--- config.mk ---
export PLATFORM = sky130hd
export DESIGN_NAME = intel_issp_reset_probe
export DESIGN_NICKNAME = d
export VERILOG_FILES = /design/src/rtl/intel_issp_reset_probe_pkg.sv /design/src/rtl/intel_issp_reset_probe_chan.sv /design/src/rtl/intel_issp_reset_probe.sv
export SDC_FILE = /design/constraint.sdc
export NUM_CORES = 1
export LEC_CHECK = 0
export BUFFER_PORTS_ARGS = -buffer_cell sky130_fd_sc_hd__clkbuf_2
export CORE_MARGIN = 2
export CORE_UTILIZATION = 55
export CTS_CLUSTER_DIAMETER = 40
export DETAILED_ROUTE_END_ITERATION = 12
export GPL_TIMING_DRIVEN = 0
export PLACE_DENSITY = 0.72
export SLEW_MARGIN = 20
export SYNTH_ARGS = -nofsm -noshare
export SYNTH_HDL_FRONTEND = slang
export SYNTH_HIERARCHICAL = 1
export SYNTH_SLANG_ARGS = --single-unit
--- constraint.sdc ---
create_clock -name clk -period 2.8 [get_ports clk]
set_input_delay 0.84 -clock clk [delete_from_list [all_inputs] [get_ports clk]]
set_output_delay 0.84 -clock clk [all_outputs]
set_load 0.005 [all_outputs]
--- src/rtl/intel_issp_reset_probe_pkg.sv ---
// Shared types and helpers for the ISSP reset probe: the per-domain phase
// encoding seen on the probe port and a saturating increment.
package intel_issp_reset_probe_pkg;

  localparam int MAX_RESETS = 16;

  typedef enum logic [1:0] {
    IDLE       = 2'd0,
    IN_RESET   = 2'd1,
    WAIT_READY = 2'd2,
    READY      = 2'd3
  } phase_t;

  function automatic logic [31:0] sat_inc(input logic [31:0] val, input logic [31:0] max_val);
    return (val >= max_val) ? max_val : val + 32'd1;
  endfunction

endpackage

--- src/rtl/intel_issp_reset_probe_chan.sv ---
// One monitored reset domain: phase FSM, saturating event counter,
// release-to-ready latency measurement and sticky timeout flag.
module intel_issp_reset_probe_chan
  import intel_issp_reset_probe_pkg::*;
#(
  parameter int CNT_W = 8,
  parameter int LAT_W = 16
) (
  input  logic             clk_i,
  input  logic             rst_i,
  input  logic             reset_mon_i,
  input  logic             ready_i,
  input  logic             clear_i,
  output logic [1:0]       phase_o,
  output logic             timeout_o,
  output logic [CNT_W-1:0] count_o,
  output logic [LAT_W-1:0] latency_o
);

  localparam logic [CNT_W-1:0] CNT_MAX = '1;
  localparam logic [LAT_W-1:0] LAT_MAX = '1;

  phase_t           state_q, state_d;
  logic [CNT_W-1:0] cnt_q, cnt_d;
  logic [LAT_W-1:0] work_q, work_d, work_inc;
  logic [LAT_W-1:0] lat_q, lat_d;
  logic             to_q, to_d;
  logic             evt;

  always_ff @(posedge clk_i) begin
    if (rst_i) begin
      state_q <= IDLE;
      cnt_q   <= '0;
      work_q  <= '0;
      lat_q   <= '0;
      to_q    <= 1'b0;
    end else begin
      state_q <= state_d;
      cnt_q   <= cnt_d;
      work_q  <= work_d;
      lat_q   <= lat_d;
      to_q    <= to_d;
    end
  end

  // Clear is applied first so that a same-cycle capture, timeout or count
  // event overrides it.
  always_comb begin
    state_d  = state_q;
    cnt_d    = cnt_q;
    work_d   = work_q;
    lat_d    = lat_q;
    to_d     = to_q;
    evt      = 1'b0;
    work_inc = LAT_W'(sat_inc(32'(work_q), 32'(LAT_MAX)));
    if (clear_i) begin
      cnt_d = '0;
      lat_d = '0;
      to_d  = 1'b0;
    end
    case (state_q)
      IDLE: begin
        if (reset_mon_i) begin
          state_d = IN_RESET;
          evt     = 1'b1;
        end else if (ready_i) begin
          state_d = READY;
        end
      end
      IN_RESET: begin
        // The release cycle itself counts as one cycle of waiting unless
        // ready is already present, which must read back as zero.
        if (!reset_mon_i) begin
          state_d = WAIT_READY;
          work_d  = ready_i ? '0 : LAT_W'(1);
        end
      end
      WAIT_READY: begin
        if (reset_mon_i) begin
          state_d = IN_RESET;
          evt     = 1'b1;
        end else if (ready_i) begin
          state_d = READY;
          lat_d   = work_q;
        end else if (work_inc == LAT_MAX) begin
          state_d = READY;
          lat_d   = LAT_MAX;
          to_d    = 1'b1;
        end else begin
          work_d = work_inc;
        end
      end
      READY: begin
        if (reset_mon_i) begin
          state_d = IN_RESET;
          evt     = 1'b1;
        end
      end
      default: state_d = IDLE;
    endcase
    if (evt) begin
      cnt_d = clear_i ? CNT_W'(1) : CNT_W'(sat_inc(32'(cnt_q), 32'(CNT_MAX)));
    end
  end

  assign phase_o   = state_q;
  assign timeout_o = to_q;
  assign count_o   = cnt_q;
  assign latency_o = lat_q;

endmodule

--- src/rtl/intel_issp_reset_probe.sv ---
// ISSP reset return path: per-domain status channels, clear edge detect and
// registered readout mux. Define INTEL_ISSP_RESET_PROBE_SYNC_EN for 2-flop input synchronisers.
module intel_issp_reset_probe
  import intel_issp_reset_probe_pkg::*;
#(
  parameter  int NUM_RESETS = 4,
  parameter  int CNT_W      = 8,
  parameter  int LAT_W      = 16,
  localparam int SEL_W      = (NUM_RESETS > 1) ? $clog2(NUM_RESETS) : 1
) (
  input  logic                    clk,
  input  logic                    rst,
  input  logic [NUM_RESETS-1:0]   reset_mon_in,
  input  logic [NUM_RESETS-1:0]   ready_mon_in,
  input  logic                    issp_clear_in,
  input  logic [SEL_W-1:0]        issp_sel_in,
  output logic [2*NUM_RESETS-1:0] probe_phase_out,
  output logic [NUM_RESETS-1:0]   probe_timeout_out,
  output logic [CNT_W-1:0]        probe_count_out,
  output logic [LAT_W-1:0]        probe_latency_out
);

  if (NUM_RESETS < 1 || NUM_RESETS > MAX_RESETS) begin : g_bad_num_resets
    $error("NUM_RESETS out of range");
  end

  logic [NUM_RESETS-1:0] rm_w, rdy_w;
  logic                  clr_w, clr_prev_q, clr_pulse;
  logic [SEL_W-1:0]      sel_w;

`ifdef INTEL_ISSP_RESET_PROBE_SYNC_EN
  logic [NUM_RESETS-1:0] rm_s1_q, rm_s2_q, rdy_s1_q, rdy_s2_q;
  logic                  clr_s1_q, clr_s2_q;
  logic [SEL_W-1:0]      sel_s1_q, sel_s2_q;

  always_ff @(posedge clk) begin
    if (rst) begin
      rm_s1_q  <= '0;
      rm_s2_q  <= '0;
      rdy_s1_q <= '0;
      rdy_s2_q <= '0;
      clr_s1_q <= 1'b0;
      clr_s2_q <= 1'b0;
      sel_s1_q <= '0;
      sel_s2_q <= '0;
    end else begin
      rm_s1_q  <= reset_mon_in;
      rm_s2_q  <= rm_s1_q;
      rdy_s1_q <= ready_mon_in;
      rdy_s2_q <= rdy_s1_q;
      clr_s1_q <= issp_clear_in;
      clr_s2_q <= clr_s1_q;
      sel_s1_q <= issp_sel_in;
      sel_s2_q <= sel_s1_q;
    end
  end

  assign rm_w  = rm_s2_q;
  assign rdy_w = rdy_s2_q;
  assign clr_w = clr_s2_q;
  assign sel_w = sel_s2_q;
`else
  assign rm_w  = reset_mon_in;
  assign rdy_w = ready_mon_in;
  assign clr_w = issp_clear_in;
  assign sel_w = issp_sel_in;
`endif

  always_ff @(posedge clk) begin
    if (rst) clr_prev_q <= 1'b0;
    else     clr_prev_q <= clr_w;
  end

  assign clr_pulse = clr_w & ~clr_prev_q;

  logic [CNT_W-1:0] cnt_w [NUM_RESETS];
  logic [LAT_W-1:0] lat_w [NUM_RESETS];

  for (genvar g = 0; g < NUM_RESETS; g++) begin : g_chan
    intel_issp_reset_probe_chan #(
      .CNT_W(CNT_W),
      .LAT_W(LAT_W)
    ) u_chan (
      .clk_i      (clk),
      .rst_i      (rst),
      .reset_mon_i(rm_w[g]),
      .ready_i    (rdy_w[g]),
      .clear_i    (clr_pulse),
      .phase_o    (probe_phase_out[2*g +: 2]),
      .timeout_o  (probe_timeout_out[g]),
      .count_o    (cnt_w[g]),
      .latency_o  (lat_w[g])
    );
  end

  // Selects that match no domain fall through to zero.
  logic [CNT_W-1:0] cnt_sel;
  logic [LAT_W-1:0] lat_sel;
  logic [CNT_W-1:0] count_q;
  logic [LAT_W-1:0] latency_q;

  always_comb begin
    cnt_sel = '0;
    lat_sel = '0;
    for (int i = 0; i < NUM_RESETS; i++) begin
      if (sel_w == SEL_W'(i)) begin
        cnt_sel = cnt_w[i];
        lat_sel = lat_w[i];
      end
    end
  end

  always_ff @(posedge clk) begin
    if (rst) begin
      count_q   <= '0;
      latency_q <= '0;
    end else begin
      count_q   <= cnt_sel;
      latency_q <= lat_sel;
    end
  end

  assign probe_count_out   = count_q;
  assign probe_latency_out = latency_q;

endmodule

==> run_results.csv, run 1 <==
group,metric,value,unit
global_routing,grt_pass1_vias,9047,
cells_and_area,final_nets,1350,
clock_network,path_clk_slew,0.08,ns
sta,fin_crit_sh,98.5,%
setup_path,arrival,3.10,ns
clock_network,clock-root-buffer,"clkbuf_16",
sta,post-route-min-period,2.76,ns
setup_path,r2r_slack,0.04,ns
clock_network,htreeDepth,4,
synth,synth_area_leaders,"dfxtp_1 (36%), mux2i_1 (7.2%), nor2_1 (4.9%), nand2b_1 (4.2%), a211oi_1 (4.0%)",
clock_network,ctsHoldBuffers,0,
synth,synth_edf_count,0,
sta,hold_ws,0.478,ns
hold_path,hold_path_class,"reg -> reg",
routing,wl_per_cell,17.8,um
sta,rsz0062_at_grt,"yes",
sta,slew_headroom,51.2,%
cells_and_area,num_antenna_cells,0,
clock_network,cts_buffer_depth,2,
hold_path,whs_path_depth,2,
synth,synthesis.area,0.0110,mm2
cells_and_area,syn2layout_area_growth,12.9,%
sta,final.setup.tns,0,ns
floorplan,num_rows,51,
routing,vias,9764,
floorplan,dieArea,0.0211,mm2
global_routing,grt_usage,26.8,%
synth,avgSynthCellArea,8.74,um2
sta,drv_slew,0,
placement,gp_congestion,0.928,
cells_and_area,fillCellCount,1696,
routing,postRouteWirelength,28600,um
synth,netlist.area_leader.share,35.9,%
global_routing,grt_max_degree,41,
routing,avgViaCountPerCell,6.08,
synth,synth-seq-cells,197,
floorplan,die-height,145,um
clock_network,clk_latency,0.43,ns
synth,synth_largest_area_cell,"dfxtp_1",
placement,place_inst,1569,
setup_path,path_class,"reg -> reg",
cells_and_area,instances_no_fill,1607,
setup_path,worst-r2r-cell-count,9,
routing,firstDrtPassIters,8,
placement,port_buffers,47,
clock_network,cts_buffers,17,
global_routing,grt_pass1_wl,46800,um
floorplan,core_area,0.0195,mm2
clock_network,clock-sinks,197,
sta,final-setup-viol-count,0,
global_routing,grt-ovfl-total,0,
synth,ys_warn_count,6,
setup_path,cp-end-kind,"flip-flop",
cells_and_area,stdcell_area,0.0124,mm2
cells_and_area,drive_gt1_share,19.2,%
setup_path,cp.required,3.14,ns
synth,synth_ff_type,"dfxtp_1",
placement,placed_area,0.0116,mm2
floorplan,die-width,145,um
floorplan,io_pins,49,
routing,drt_iter0_drc,907,
power,powerDensity,476,mW/mm2
sta,max_freq,0.362,GHz
routing,postRouteAntennaNets,0,
routing,drc,0,
placement,place_hpwl,20200,um
synth,ys_types,76,
setup_path,cp-start-kind,"flip-flop",
sta,hold_viol_final,0,
cells_and_area,final_core_util,63.5,%
run_status,status,"finished, final reports clean",
flow_run,max_cap_viol_count,0,
sta,fin_worst_skew,0.0137,ns
clock_network,cts_tree,"built",
global_routing,grt_antenna_before_repair,0,
floorplan,start_util,56.2,%
synth,synth_nets,1277,
power,leakage,4.41,nW
synth,postSynthCellCount,1256,
sta,max_slew.worst_pin.slew,0.731,ns
synth,synthArstFlopShare,0,%
setup_path,crit_fanout,7,
synth,yosysSeqAreaShare,35.9,%
power,max-vdd-ir-drop,0.000440,V
[report_power, final]
group          leakage, nW  total (mW)  internal [mW]  switching, mW
logic                 2.52       0.499          0.195          0.304
clock network        0.292        2.52           1.37           1.15
registers             1.60        2.88           2.84         0.0408
[per-layer routing]
metal	part of all wire, %	up-vias	global-route usage, %
met5	0	-	0
met4	1.7	0	7.45
met3	6.3	37	5.19
met2	45	342	42.1
met1	47	4622	37.6
li1	-	4763	-
[logic make-up after synthesis]
| kind of cell | count (synthesis) | share of synthesized area (%) |
|---|---|---|
| AO/OA/AOI/OAI | 313 | 21.4 |
| XOR/XNOR | 21 | 1.88 |
| adder cells (fa/ha/maj) | 8 | 0.911 |
| buffers and inverters | 116 | 6.22 |
| flip-flops | 197 | 35.9 |
| multiplexers | 82 | 7.51 |
| AND/OR/NAND/NOR | 519 | 26.2 |
[critical path: stages (launching register included)]
cell     delay (ns)
dfxtp_1        0.48
nand4_1        0.21
or4_1          0.54
buf_2          0.19
xnor2_2        0.15
o41ai_4        0.35
a31oi_4        0.23
buf_4          0.20
nor2b_1        0.12
o32ai_1        0.21
[through the flow]
stage / power [mW] / setup slack (ns)
6_report: 5.90 / 0.0409
3_5_place_dp: 3.42 / -0.144
3_3_place_gp: 3.41 / -0.939
4_1_cts: 5.94 / 0.00327
2_1_floorplan: 3.28 / 0.221
5_1_grt: 6.11 / -0.0325
[cell type report]
type	count	area (um2)	share of cell area (%)
buffer	85	571	4.60
clock buffer	18	439	3.54
clock inverter	14	164	1.32
inverter	30	113	0.908
multi-input combinational	943	6510	52.5
sequential	197	3970	32.0
tap	265	332	2.67
timing repair buffer	55	308	2.48
[cell usage after synthesis, types with 8 or more instances]
master	n
xnor2_1	12
nor2b_1	37
clkbuf_1	42
nand2b_1	74
a211o_2	9
nand3_1	40
and4_1	15
o21ai_0	48
a211oi_1	58
and3_1	12
nand2_1	58
mux2i_1	79
nor2_1	143
nor3b_1	15
buf_6	17
nand4_1	14
nor4_1	14
a211oi_2	15
inv_1	30
a21oi_1	50
o22ai_1	40
buf_2	12
ha_1	8
o32ai_1	9
nor3_1	37
dfxtp_1	197
[flip-flops by register name, indices dropped and copies added (netlist names)]
name,count
g_chan.u_chan/latency_o,64
g_chan.u_chan/work_q,64
g_chan.u_chan/count_o,32
probe_latency_out,16
g_chan.u_chan/phase_o,8
probe_count_out,8
g_chan.u_chan/timeout_o,4
clr_prev_q,1
[final timing paths]
check                                  start                         end
setup reg to reg  g_chan[2].u_chan/work_q[9]  g_chan[2].u_chan/work_q[2]
hold / removal    g_chan[1].u_chan/timeout_o  g_chan[1].u_chan/timeout_o
hold reg to reg   g_chan[1].u_chan/timeout_o  g_chan[1].u_chan/timeout_o
setup / recovery  g_chan[2].u_chan/work_q[9]  g_chan[2].u_chan/work_q[2]
[what timing repair did]
action                                  in CTS  in global routing
pin swaps                                    3                  9
endpoints found under the setup margin      64                111
endpoints found under the hold margin        0                  0
resized for setup                           10                 35
setup buffers                                2                  5
[layout by cell type (no fill, tap or decap), types with 16 or more instances in the layout]
cell type / Yosys / routed
o21ai_0: 48 / 48
nor3_1: 37 / 34
nor2b_1: 37 / 36
clkbuf_16: 0 / 17
dfxtp_1: 197 / 179
dfxtp_2: 0 / 17
mux2i_1: 79 / 77
a21oi_1: 50 / 50
nand3_1: 40 / 40
o22ai_1: 40 / 40
clkbuf_1: 42 / 40
clkbuf_2: 0 / 48
nand2_1: 58 / 58
a211oi_1: 58 / 57
nand2b_1: 74 / 74
nor2_1: 143 / 143
buf_6: 17 / 17
inv_1: 30 / 30
a211oi_2: 15 / 16
Note: power is estimated with default switching activity, not from simulation.
==> run 2: changes to the inputs <==
--- a/config.mk
+++ b/config.mk
@@ -11,7 +11,7 @@
 export CTS_CLUSTER_DIAMETER = 40
 export DETAILED_ROUTE_END_ITERATION = 12
 export GPL_TIMING_DRIVEN = 0
-export PLACE_DENSITY = 0.72
+export PLACE_DENSITY = 0.75
 export SLEW_MARGIN = 20
 export SYNTH_ARGS = -nofsm -noshare
 export SYNTH_HDL_FRONTEND = slang
==> constraint.sdc (replaced) <==
create_clock -name clk -period 2.25 [get_ports clk]
set_input_delay 0.675 -clock clk [delete_from_list [all_inputs] [get_ports clk]]
set_output_delay 0.675 -clock clk [all_outputs]
set_load 0.005 [all_outputs]
==> run_results.csv, run 2 (synthesis results as in run 1) <==
group,metric,value,unit
setup_path,crit_buf_inv,3,
routing,avgViaCountPerCell,6.29,
sta,fin_ws,-0.297,ns
clock_network,clk_latency,0.44,ns
setup_path,cp.required,2.60,ns
global_routing,grt_antenna_before_repair,0,
routing,postRouteWirelength,34200,um
setup_path,max_stage_delay,0.38,ns
floorplan,io_pins,49,
clock_network,clock-root-buffer,"clkbuf_16",
sta,rsz0062_at_grt,"yes",
sta,max_freq,0.393,GHz
floorplan,core_area,0.0195,mm2
cells_and_area,multi_input_area,0.00744,mm2
routing,wl_per_cell,20.0,um
sta,fin_worst_skew,0.00720,ns
power,powerDensity,509,mW/mm2
setup_path,arrival,2.90,ns
run_status,status,"complete, but fails checks",
cells_and_area,num_antenna_cells,0,
setup_path,crit_slowest_cell,"dfxtp_4",
global_routing,grt_pass1_wl,52800,um
flow_run,max_cap_viol_count,0,
sta,max_slew.worst_pin.slew,0.837,ns
setup_path,path_cells,"nand4_1, buf_4, nor4_4, xnor2_2, o41ai_4, buf_4, and2_4, o21ai_4, buf_6, a211oi_2",
floorplan,start_util,56.2,%
clock_network,htreeDepth,4,
hold_path,hold_path_class,"reg -> reg",
sta,final.setup.tns,-16.56,ns
sta,hold_ws,0.474,ns
clock_network,cts_buffers,17,
setup_path,path_class,"reg -> reg",
placement,port_buffers,47,
cells_and_area,stdcell_area,0.0145,mm2
routing,drc,0,
setup_path,crit_fanout,6,
sta,drv_slew,0,
clock_network,ctsHoldBuffers,0,
floorplan,die-height,145,um
clock_network,cts_tree,"built",
cells_and_area,fillCellCount,1343,
global_routing,grt-ovfl-total,0,
setup_path,cp-end-kind,"flip-flop",
sta,final-setup-viol-count,130,
cells_and_area,register_area,0.00412,mm2
clock_network,path_clk_slew,0.07,ns
cells_and_area,final_nets,1454,
setup_path,cp_top_family,"simple AND/OR/NAND/NOR gates",
floorplan,die-width,145,um
power,total_power,7.36,mW
routing,drt_iter0_drc,991,
power,max-vdd-ir-drop,0.000527,V
placement,gp_congestion,0.920,
routing,vias,10800,
global_routing,grt_max_degree,41,
floorplan,num_rows,51,
setup_path,crit_top_cell,"buf_4",
cells_and_area,drive_gt1_share,36.0,%
cells_and_area,final_common_cell,"nor2_1",
placement,placed_area,0.0119,mm2
clock_network,clock-sinks,197,
sta,slew_headroom,44.1,%
sta,post-route-min-period,2.55,ns
clock_network,cts_buffer_depth,2,
floorplan,dieArea,0.0211,mm2
power,leakage,5.38,nW
placement,place_hpwl,20500,um
run_status,violations,"setup timing",
global_routing,grt_pass1_vias,10200,
setup_path,cp-start-kind,"flip-flop",
sta,hold_viol_final,0,
cells_and_area,layout_common_cells,"nor2_1 (140), dfxtp_1 (139), buf_4 (88), mux2i_1 (72), nand2b_1 (71)",
sta,fin_crit_sh,113,%
global_routing,grt_usage,30.6,%
routing,firstDrtPassIters,5,
routing,postRouteAntennaNets,0,
cells_and_area,syn2layout_area_growth,31.6,%
==> run 2: power breakdown <==
part	switching [mW]	total, mW	leakage, nW	internal, mW
Clock	1.41	3.07	0.276	1.66
Combinational	0.443	0.744	3.47	0.302
Sequential	0.0506	3.54	1.63	3.49
Total	1.91	7.36	5.38	5.45
==> run 2: metal layers <==
| layer | vias up | global-route usage (%) | wire length (um) |
|---|---|---|---|
| met5 | - | 0 | 0 |
| met4 | 0 | 11.6 | 1220 |
| met3 | 112 | 5.97 | 2430 |
| met2 | 514 | 49.9 | 16000 |
| met1 | 5167 | 40.2 | 14600 |
| li1 | 4970 | - | - |
==> run 2: tightest hold or removal path: stages, from the launching register on <==
cell and delay, ns:
dfxtp_1 0.31, nand2b_1 0.06, a21oi_1 0.06
==> run 2: worst paths after layout <==
path / from / to / slack [ns] / cells past startpoint
worst max register to register: g_chan[3].u_chan/work_q[12] / g_chan[3].u_chan/latency_o[10] / -0.30 / 10
worst min-delay path: g_chan[3].u_chan/timeout_o / g_chan[3].u_chan/timeout_o / 0.47 / 2
worst min register to register: g_chan[3].u_chan/timeout_o / g_chan[3].u_chan/timeout_o / 0.47 / 2
worst max-delay path: g_chan[3].u_chan/work_q[12] / g_chan[3].u_chan/latency_o[10] / -0.30 / 10
==> run 2: cell type report <==
| cell class | count | share of cell area, % |
|---|---|---|
| clock inverters | 13 | 1.02 |
| well taps | 265 | 2.29 |
| plain buffers | 76 | 3.95 |
| flip-flops and latches | 197 | 28.5 |
| multi-input cells | 945 | 51.5 |
| clock buffers | 19 | 2.99 |
| inverters | 30 | 0.779 |
| repair buffers | 166 | 9.02 |
==> run 2: timing repair <==
action	in CTS	in global routing
gates resized for setup	219	106
endpoints found under the hold margin	0	0
cloned	13	0
pin swaps	57	52
setup buffers	74	37
setup endpoints to repair	136	137
==> run 2: metrics by stage <==
stage	util, %	instances	worst slack, ns
finish	74.0	1711	-0.297
CTS	71.1	1681	-0.247
floorplan	-	1256	-0.0479
global placement	60.8	1568	-0.546
global route	74.0	1711	-0.334
detailed placement	60.8	1568	-0.435
==> run 3: changes to the inputs <==
--- a/config.mk
+++ b/config.mk
@@ -5,13 +5,13 @@
 export SDC_FILE = /design/constraint.sdc
 export NUM_CORES = 1
 export LEC_CHECK = 0
-export BUFFER_PORTS_ARGS = -buffer_cell sky130_fd_sc_hd__clkbuf_2
 export CORE_MARGIN = 2
 export CORE_UTILIZATION = 55
 export CTS_CLUSTER_DIAMETER = 40
 export DETAILED_ROUTE_END_ITERATION = 12
+export DONT_BUFFER_PORTS = 1
 export GPL_TIMING_DRIVEN = 0
-export PLACE_DENSITY = 0.75
+export PLACE_DENSITY = 0.73
 export SLEW_MARGIN = 20
 export SYNTH_ARGS = -nofsm -noshare
 export SYNTH_HDL_FRONTEND = slang
==> run_results.csv, run 3 (synthesis results as in run 1) <==
group,metric,value,unit
run_status,status,"complete, but fails checks",
run_status,violations,"setup timing",
setup_path,cp-start-kind,"flip-flop",
power,switching_share,24.4,%
clock_network,htreeDepth,4,
floorplan,die-height,145,um
cells_and_area,drive_gt1_share,33.7,%
routing,postRouteAntennaNets,0,
global_routing,grt-ovfl-total,0,
sta,fin_worst_skew,0.00900,ns
routing,drc,0,
clock_network,clock-root-buffer,"clkbuf_16",
cells_and_area,fillCellCount,1424,
power,power_switching,1.82,mW
global_routing,grt_max_degree,41,
routing,postRouteWirelength,34000,um
clock_network,cts_tree,"built",
sta,slew_headroom,43.3,%
power,leakage,5.15,nW
sta,max_slew.worst_pin.slew,0.849,ns
sta,final.setup.tns,-24.56,ns
floorplan,die-width,145,um
routing,drt_iter0_drc,972,
sta,rsz0062_at_grt,"yes",
floorplan,start_util,56.2,%
global_routing,grt_usage,30.1,%
cells_and_area,syn2layout_area_growth,29.0,%
setup_path,crit_top_cell,"buf_4",
setup_path,crit_buf_inv,3,
floorplan,num_rows,51,
placement,place_hpwl,20600,um
global_routing,grt_antenna_before_repair,0,
sta,hold_viol_final,0,
setup_path,crit_slowest_cell,"or4_4",
power,sequentialPowerShare,47.6,%
clock_network,cts_buffers,17,
flow_run,max_cap_viol_count,0,
sta,post-route-min-period,2.59,ns
floorplan,io_pins,49,
setup_path,path_cells,"nand4_1, buf_4, or4_4, xnor2_4, o41ai_4, buf_4, buf_6, a31oi_4, a211o_2, o21ai_1",
sta,final-setup-viol-count,131,
clock_network,ctsHoldBuffers,0,
sta,fin_ws,-0.342,ns
floorplan,dieArea,0.0211,mm2
power,pwr-share-clk,43.1,%
power,powerDensity,526,mW/mm2
sta,max_freq,0.386,GHz
clock_network,cts_buffer_depth,2,
cells_and_area,final_common_cell,"nor2_1",
cells_and_area,num_antenna_cells,0,
setup_path,cp.required,2.61,ns
placement,pre_cts_ws,-0.405,ns
power,internal-power,5.64,mW
global_routing,grt_pass1_vias,9827,
global_routing,grt_pass1_wl,52000,um
setup_path,crit_fanout,4,
clock_network,path_clk_slew,0.07,ns
routing,wl_per_cell,20.5,um
setup_path,max_stage_delay,0.53,ns
routing,firstDrtPassIters,9,
setup_path,cp-end-kind,"flip-flop",
power,max-vdd-ir-drop,0.000524,V
cells_and_area,final_nets,1402,
sta,drv_slew,0,
placement,port_buffers,0,
clock_network,clk_latency,0.44,ns
cells_and_area,layout_common_cells,"nor2_1 (141), dfxtp_1 (140), buf_4 (87), mux2i_1 (74), nand2b_1 (71)",
sta,fin_crit_sh,115,%
hold_path,hold_path_class,"in -> reg",
clock_network,clock-sinks,197,
setup_path,arrival,2.95,ns
routing,vias,10500,
setup_path,cp_top_family,"compound AO/OA/AOI/OAI gates",
floorplan,core_area,0.0195,mm2
power,total_power,7.46,mW
placement,gp_congestion,0.912,
power,power_frac_comb,9.2,%
routing,avgViaCountPerCell,6.36,
setup_path,path_class,"reg -> reg",
## run 3: cell count changes in the layout (fill, tap and decap cells not counted), sizes merged, moves of 3 or more
cell	change
clkinv	-3
clkbuf	-43
buf	-5
inv	-3
## run 3: routing by layer
layer	share of wire, %	global-route usage (%)	vias to the layer above
li1	-	-	4884
met1	42	40.6	5039
met2	47	48.3	505
met3	7.5	5.97	117
met4	3.4	11.0	0
met5	0	0	-
## run 3: final timing paths
path         slack, ns                     endpoint  cells past startpoint                        start
min               0.31                   clr_prev_q                      1                          rst
min reg2reg       0.49   g_chan[3].u_chan/timeout_o                      2   g_chan[3].u_chan/timeout_o
max reg2reg      -0.34  g_chan[2].u_chan/work_q[13]                     10  g_chan[2].u_chan/work_q[10]
max              -0.34  g_chan[2].u_chan/work_q[13]                     10  g_chan[2].u_chan/work_q[10]
## run 3: repair_timing
item                       in CTS  in global routing
setup endpoints to repair     136                136
pin swaps                      58                 60
buffers inserted               62                 40
resized for setup             189                116
gates cloned                   12                  0
## run 3: area by class of cell
type	count	area (um2)	area share, %
timing repair buffer	109	935	6.60
multi-input combinational	946	7480	52.8
buffer	80	596	4.20
tap	265	332	2.34
sequential	197	4100	29.0
clock inverter	7	119	0.839
inverter	30	113	0.795
clock buffer	24	492	3.47
## run 3: power by group through the flow
| stage | registers, mW | logic [mW] | clock network, mW |
|---|---|---|---|
| after floorplan | 3.65 | 0.437 | 0 |
| after global placement | 3.67 | 0.552 | 0 |
| after detailed placement | 3.67 | 0.560 | 0 |
| after CTS | 3.56 | 0.630 | 3.24 |
| after global routing | 3.56 | 0.732 | 3.39 |
| final | 3.55 | 0.687 | 3.22 |
## run 3: through the flow
step           utilization [%]  cell area [um2]  hold WS, ns  instances
2_1_floorplan                -            11300        0.449       1256
3_3_place_gp              59.6            11600        0.467       1521
3_5_place_dp              59.6            11600        0.473       1521
4_1_cts                   68.7            13400        0.294       1619
5_1_grt                   72.6            14200        0.290       1658
6_report                  72.6            14200        0.308       1658
